==> config.mk <==
export PLATFORM = sky130hd
export DESIGN_NAME = sm1118_led_scheduler
export DESIGN_NICKNAME = d
export VERILOG_FILES = /design/src/rtl/sm1118_pkg.sv /design/src/rtl/sm1118_color_debounce.sv /design/src/rtl/sm1118_led_scheduler.sv
export SDC_FILE = /design/constraint.sdc
export NUM_CORES = 1
export LEC_CHECK = 0
export CAP_MARGIN = 20
export CORE_AREA = 4 4 66 68
export DETAILED_ROUTE_END_ITERATION = 10
export DIE_AREA = 0 0 70 72
export GPL_TIMING_DRIVEN = 0
export PLACE_DENSITY = 0.82
export SKIP_LAST_GASP = 1
export SLEW_MARGIN = 30
export SYNTH_ARGS = -nofsm -noshare
export SYNTH_HDL_FRONTEND = slang
export SYNTH_SLANG_ARGS = --single-unit
==> constraint.sdc <==
create_clock -name clk -period 4.9 [get_ports clk]
set_input_delay 0.49 -clock clk [delete_from_list [all_inputs] [get_ports clk]]
set_output_delay 0.49 -clock clk [all_outputs]
set_load 0.01 [all_outputs]
==> src/rtl/sm1118_pkg.sv <==
// sm1118_pkg: shared types for the LED slot scheduler.
//   - color encodings as produced by the color detector
//   - scheduler FSM state enum
//   - slot index type (up to 3 slots)
package sm1118_pkg;

    typedef logic [1:0] color_t;

    localparam color_t COLOR_NONE  = 2'b00;
    localparam color_t COLOR_RED   = 2'b01;
    localparam color_t COLOR_BLUE  = 2'b10;
    localparam color_t COLOR_GREEN = 2'b11;

    typedef enum logic [1:0] {
        ST_IDLE  = 2'd0,
        ST_ISSUE = 2'd1,
        ST_HOLD  = 2'd2,
        ST_FULL  = 2'd3
    } state_e;

    typedef logic [1:0] slot_idx_t;

endpackage

==> src/rtl/sm1118_color_debounce.sv <==
// sm1118_color_debounce: turns a stable run of valid color samples into a
// single one-cycle event, then stays disarmed until the detector reports
// a stable "no color" run.
//   clk, rst_n    : clock, async active-low reset
//   color_i       : raw detected color
//   color_valid_i : qualifies color_i; invalid cycles are ignored entirely
//   clear_i       : flush (re-arm, count 0); suppresses a same-cycle event
//   evt_valid_o   : one-cycle event strobe (combinational, pushed on this edge)
//   evt_color_o   : color carried by the event
module sm1118_color_debounce
    import sm1118_pkg::*;
#(
    parameter int DEBOUNCE = 4
) (
    input  logic   clk,
    input  logic   rst_n,
    input  color_t color_i,
    input  logic   color_valid_i,
    input  logic   clear_i,
    output logic   evt_valid_o,
    output color_t evt_color_o
);

    localparam int CW = $clog2(DEBOUNCE + 1);
    localparam logic [CW-1:0] CNT_MAX = CW'(DEBOUNCE);

    logic [CW-1:0] cnt_q, cnt_d;
    color_t        prev_q;
    logic          armed_q, armed_d;
    logic          evt;

    always_comb begin
        cnt_d   = cnt_q;
        armed_d = armed_q;
        evt     = 1'b0;
        if (color_valid_i) begin
            if (color_i == prev_q)
                cnt_d = (cnt_q == CNT_MAX) ? cnt_q : cnt_q + 1'b1;
            else
                cnt_d = CW'(1);
            // Event fires only on the sample that completes the run, so a
            // saturated run cannot fire twice.
            if (cnt_d == CNT_MAX && cnt_q != CNT_MAX) begin
                if (color_i != COLOR_NONE) begin
                    if (armed_q) begin
                        evt     = 1'b1;
                        armed_d = 1'b0;
                    end
                end else begin
                    armed_d = 1'b1;
                end
            end
        end
    end

    always_ff @(posedge clk or negedge rst_n) begin
        if (!rst_n) begin
            cnt_q   <= '0;
            prev_q  <= COLOR_NONE;
            armed_q <= 1'b1;
        end else if (clear_i) begin
            cnt_q   <= '0;
            prev_q  <= COLOR_NONE;
            armed_q <= 1'b1;
        end else begin
            cnt_q   <= cnt_d;
            armed_q <= armed_d;
            if (color_valid_i)
                prev_q <= color_i;
        end
    end

    assign evt_valid_o = evt & ~clear_i;
    assign evt_color_o = color_i;

endmodule

==> src/rtl/sm1118_led_scheduler.sv <==
// sm1118_led_scheduler: queues debounced color events and writes them one
// at a time into consecutive LED slots, with a hold-off after each write.
//   clk, rst_n          : clock, async active-low reset
//   color_in/color_valid: raw detector result
//   clear               : blank slots and flush all state
//   led_we/led_sel/led_color : one-cycle slot write command
//   led_clr             : one-cycle "blank all slots" strobe
//   indicator           : last color issued
//   slots_used/full     : slot occupancy since last clear
//   overflow            : sticky, an event was dropped on a full queue
// FIFO_DEPTH must be a power of two and at least 2.
module sm1118_led_scheduler
    import sm1118_pkg::*;
#(
    parameter int SLOTS      = 3,
    parameter int DEBOUNCE   = 4,
    parameter int HOLDOFF    = 12000,
    parameter int FIFO_DEPTH = 4
) (
    input  logic       clk,
    input  logic       rst_n,
    input  logic [1:0] color_in,
    input  logic       color_valid,
    input  logic       clear,
    output logic       led_we,
    output logic [1:0] led_sel,
    output logic [1:0] led_color,
    output logic       led_clr,
    output logic [1:0] indicator,
    output logic [1:0] slots_used,
    output logic       full,
    output logic       overflow
);

    localparam int AW = $clog2(FIFO_DEPTH);
    localparam int HW = $clog2(HOLDOFF + 1);
    localparam slot_idx_t     SLOTS_N  = slot_idx_t'(SLOTS);
    localparam logic [HW-1:0] HOLD_END = HW'(HOLDOFF - 1);

    logic   evt_valid;
    color_t evt_color;

    sm1118_color_debounce #(.DEBOUNCE(DEBOUNCE)) u_deb (
        .clk          (clk),
        .rst_n        (rst_n),
        .color_i      (color_in),
        .color_valid_i(color_valid),
        .clear_i      (clear),
        .evt_valid_o  (evt_valid),
        .evt_color_o  (evt_color)
    );

    // Event queue: extra pointer bit distinguishes full from empty.
    color_t        mem_q [FIFO_DEPTH];
    logic [AW:0]   wr_q, rd_q;
    logic          f_empty, f_full, push, pop, drop;

    state_e        state_q, state_d;
    logic [HW-1:0] hold_q, hold_d;
    slot_idx_t     slots_q, slots_d;
    color_t        ind_q, ind_d;
    logic          ovf_q, clr_q;
    color_t        head;

    assign f_empty = (wr_q == rd_q);
    assign f_full  = (wr_q[AW] != rd_q[AW]) && (wr_q[AW-1:0] == rd_q[AW-1:0]);
    assign head    = mem_q[rd_q[AW-1:0]];
    assign pop     = (state_q == ST_ISSUE);
    // A pop in the same cycle frees a slot, so a push onto a full queue is
    // still honoured then.
    assign push    = evt_valid && (!f_full || pop);
    assign drop    = evt_valid && f_full && !pop;

    always_comb begin
        state_d = state_q;
        hold_d  = hold_q;
        slots_d = slots_q;
        ind_d   = ind_q;
        case (state_q)
            ST_IDLE:
                if (!f_empty && slots_q < SLOTS_N) state_d = ST_ISSUE;
            ST_ISSUE: begin
                slots_d = slots_q + 1'b1;
                ind_d   = head;
                hold_d  = '0;
                state_d = ST_HOLD;
            end
            ST_HOLD:
                if (hold_q == HOLD_END)
                    state_d = (slots_q == SLOTS_N) ? ST_FULL : ST_IDLE;
                else
                    hold_d = hold_q + 1'b1;
            ST_FULL: state_d = ST_FULL;
            default: state_d = ST_IDLE;
        endcase
    end

    always_ff @(posedge clk or negedge rst_n) begin
        if (!rst_n) begin
            state_q <= ST_IDLE;
            hold_q  <= '0;
            slots_q <= '0;
            ind_q   <= COLOR_NONE;
            ovf_q   <= 1'b0;
            wr_q    <= '0;
            rd_q    <= '0;
            clr_q   <= 1'b0;
        end else begin
            clr_q <= clear;
            if (clear) begin
                state_q <= ST_IDLE;
                hold_q  <= '0;
                slots_q <= '0;
                ind_q   <= COLOR_NONE;
                ovf_q   <= 1'b0;
                wr_q    <= '0;
                rd_q    <= '0;
            end else begin
                state_q <= state_d;
                hold_q  <= hold_d;
                slots_q <= slots_d;
                ind_q   <= ind_d;
                if (push) wr_q  <= wr_q + 1'b1;
                if (pop)  rd_q  <= rd_q + 1'b1;
                if (drop) ovf_q <= 1'b1;
            end
        end
    end

    // Storage needs no reset; occupancy lives in the pointers.
    always_ff @(posedge clk) begin
        if (push && !clear)
            mem_q[wr_q[AW-1:0]] <= evt_color;
    end

    assign led_we     = (state_q == ST_ISSUE);
    assign led_sel    = led_we ? slots_q : 2'b00;
    assign led_color  = led_we ? head : COLOR_NONE;
    assign led_clr    = clr_q;
    assign indicator  = ind_q;
    assign slots_used = slots_q;
    assign full       = (slots_q == SLOTS_N);
    assign overflow   = ovf_q;

endmodule
==> results.json <==
{
  "drc": 0,
  "die_x_um": 70,
  "r2r_slack_ps": 2370,
  "clk_path_buf_depth": 2,
  "synthesis.area_sq_um": 2280,
  "core_sq_um": 3860,
  "slew_headroom": 0.445,
  "crit_chain": "nand2b_1 -> inv_1 -> buf_1 -> nand2_1 -> inv_1 -> clkdlybuf4s50_1",
  "maxCapViolCount": 0,
  "rsz0062_at_grt": "false",
  "die_y_um": 72,
  "grt_pass1_vias": 1699,
  "first_pass_iters": 4,
  "wl_per_cell_um": 15.8,
  "cts.sinks": 42,
  "crit_path_start_kind": "flip-flop",
  "syn_to_final_growth_pct": 16.8,
  "place_area_sq_um": 2530,
  "avgSynthCellArea_sq_um": 10.3,
  "io_pins": 18,
  "slowest_delay_ps": 540,
  "synthTopCellsByCount": "33 x dfrtp_1, 26 x nand2_1, 17 x nor2_1",
  "ir_worst_vdd_mv": 0.244,
  "ys_warn_count": 0,
  "layout.nets": 261,
  "place.port_buffers": 16,
  "synth_area_leader_cell": "dfrtp_1",
  "cts_root_buffer": "clkbuf_8",
  "grt_usage": 0.191,
  "post_cts_resized": 0,
  "crit_top_cell": "inv_1",
  "hold_slack_ps": 81.7,
  "via_count": 1762,
  "holdBufCountCts": 0,
  "drive_above_1_share": 0.0972,
  "regToRegEndpoint": "mem_q[3][0]",
  "tightest_slew_ps": 812,
  "critical_path_arrival_ps": 2340,
  "finalInstanceArea_sq_um": 2660,
  "synth_top_area_frac": 0.362,
  "cts_setup_buffers": 0,
  "finClkSkew_ps": 10.5,
  "hold_viol": 0,
  "synth_cells": 222,
  "synth.area.top_cells": "dfrtp_1 36%, edfxtp_1 11%, ha_1 4.9%",
  "viasPerCell": 5.93,
  "grt_pass1_wl_mm": 7.69,
  "crit_fanout": 10,
  "final.setup.tns_ps": 0,
  "slew_violations": 0,
  "start_util": 0.591,
  "synth-edff-count": 8,
  "drtAntennaViolNets": 0,
  "postSynth.asyncResetShare": 0.810,
  "netlist-cell-type-count": 50,
  "rows": 23,
  "overflow": 0,
  "r2r_cells": 7,
  "antenna_found_initial": 0,
  "hp-class": "input port to asynchronous set/reset pin",
  "clk_latency_ps": 300,
  "synth_seq_cells": 42,
  "cts_made_buffers": 5,
  "wl_mm": 4.69,
  "reg2reg_from": "u_deb.cnt_q[0]",
  "worstSetupPathType": "flip-flop to primary output",
  "power_leakage_nw": 1.12,
  "finalSetupViolations": 0,
  "cts_tree": "built",
  "antenna_cells": 0,
  "ys_seq_area_frac": 0.479,
  "finalWeightedCongestion": 0.822,
  "htree_num_levels": 2,
  "drtIter0Drc": 166,
  "status": "finished, final reports clean",
  "dpl.hpwl_mm": 3.36,
  "path_clk_slew_ps": 80,
  "p_per_area_nw_per_um2": 313,
  "crit_slowest_cell": "clkdlybuf4s50_1",
  "grt_max_degree": 23,
  "crit_family": "buffers and inverters",
  "clock.fmax_mhz": 354,
  "synth-main-ff-cell": "dfrtp_1",
  "syn_nets": 237,
  "finalCritPeriodShare": 0.577,
  "synth.most_common_cell": "dfrtp_1",
  "endpoint_kind": "primary output",
  "die_area_sq_um": 5040,
  "period_minus_slack_ps": 2830,
  "crit_buf_inv": 4,
  "crit_required_ps": 4410
}
[worst reg2reg max path, delay by kind of cell (launching register included)]
family,cells,cell delay (ps)
AO/OA/AOI/OAI,2,920
adder cells (fa/ha/maj),1,230
buffers and inverters,2,220
flip-flops,1,410
AND/OR/NAND/NOR,2,470
[how the worst max path moves through the flow]
stage          cells after the start            to            from  slack [ps]
2_1_floorplan                      7   mem_q[0][0]  u_deb.cnt_q[0]        2740
3_3_place_gp                       6   mem_q[3][1]     color_in[1]        2100
3_5_place_dp                       6   mem_q[3][1]     color_in[1]        2070
4_1_cts                            6  led_color[1]      state_q[1]        2060
5_1_grt                            6  led_color[0]      state_q[1]        1880
6_report                           6  led_color[0]      state_q[1]        2070
[layout by cell type (no fill, tap or decap), types with 2 or more instances in the layout]
| cell | Yosys | final |
|---|---|---|
| dfrtp_1 | 33 | 33 |
| clkbuf_8 | 0 | 5 |
| mux2i_1 | 7 | 7 |
| bufinv_16 | 0 | 2 |
| nand2b_1 | 5 | 5 |
| nand3b_1 | 2 | 2 |
| clkbuf_1 | 5 | 5 |
| nand3_1 | 5 | 5 |
| and2_1 | 3 | 3 |
| clkdlybuf4s50_1 | 0 | 15 |
| or3_1 | 4 | 4 |
| nand4_1 | 4 | 4 |
| nor2b_1 | 2 | 2 |
| mux4_2 | 2 | 2 |
| nand2_1 | 26 | 26 |
| o21ai_1 | 2 | 2 |
| inv_1 | 10 | 10 |
| or4b_4 | 2 | 2 |
| xor2_1 | 6 | 6 |
| buf_2 | 1 | 2 |
| o21ai_0 | 2 | 2 |
| nor3_1 | 3 | 3 |
| a31oi_1 | 7 | 7 |
| xnor2_1 | 4 | 4 |
| a21oi_1 | 11 | 11 |
| edfxtp_1 | 8 | 8 |
| o22ai_1 | 2 | 2 |
| o211ai_1 | 3 | 3 |
| a211oi_1 | 3 | 3 |
| buf_1 | 2 | 2 |
| nand4b_1 | 2 | 2 |
| nor2_1 | 17 | 17 |
| nor4_1 | 6 | 6 |
| and3_1 | 6 | 6 |
| ha_1 | 9 | 9 |
[kinds of logic (layout without fill, tap and decap cells)]
group                    Yosys count  in the layout  share of synthesized area
adder cells (fa/ha/maj)            9              9                     0.0494
XOR/XNOR                          10             10                     0.0384
AND/OR/NAND/NOR                   94             94                      0.233
multiplexers                      11             11                     0.0603
flip-flops                        42             42                      0.479
AO/OA/AOI/OAI                     37             37                      0.105
buffers and inverters             19             44                     0.0351
[per-layer routing]
metal,vias to the layer above,global-route usage,share of wire
met5,-,0,0
met4,0,0.0915,0.020
met3,10,0.0416,0.036
met2,39,0.325,0.49
met1,858,0.233,0.45
li1,855,-,-
[report_power, final]
part	leakage (nW)	internal [mW]	switching, mW
sequential	0.537	0.369	0.0169
combinational	0.519	0.0492	0.0695
clock	0.0683	0.204	0.125
[per-stage QoR]
stage | power, mW | worst slack [ps] | instances | utilization
3_5_place_dp | 0.511 | 2070 | 289 | 0.655
3_3_place_gp | 0.504 | 2100 | 288 | 0.649
6_report | 0.833 | 2070 | 297 | 0.691
4_1_cts | 0.838 | 2060 | 297 | 0.691
5_1_grt | 0.868 | 1880 | 297 | 0.691
2_1_floorplan | 0.461 | 2740 | 222 | -
[sequential cells by signal (all words and copies together) (netlist names)]
| signal | cells |
|---|---|
| hold_q | 14 |
| mem_q | 8 |
| rd_q | 3 |
| u_deb.cnt_q | 3 |
| wr_q | 3 |
| indicator | 2 |
| slots_used | 2 |
| state_q | 2 |
| u_deb.prev_q | 2 |
| led_clr | 1 |
| overflow | 1 |
| u_deb.armed_q | 1 |
[area by class of cell]
type | count | area, sq um
flip-flops and latches | 42 | 1090
well taps | 50 | 62.6
clock inverters | 3 | 68.8
plain buffers | 9 | 42.5
clock buffers | 5 | 68.8
repair buffers | 17 | 183
fillers | 304 | 1190
inverters | 10 | 37.5
multi-input cells | 161 | 1110
Note: power is estimated with default switching activity, not from simulation.
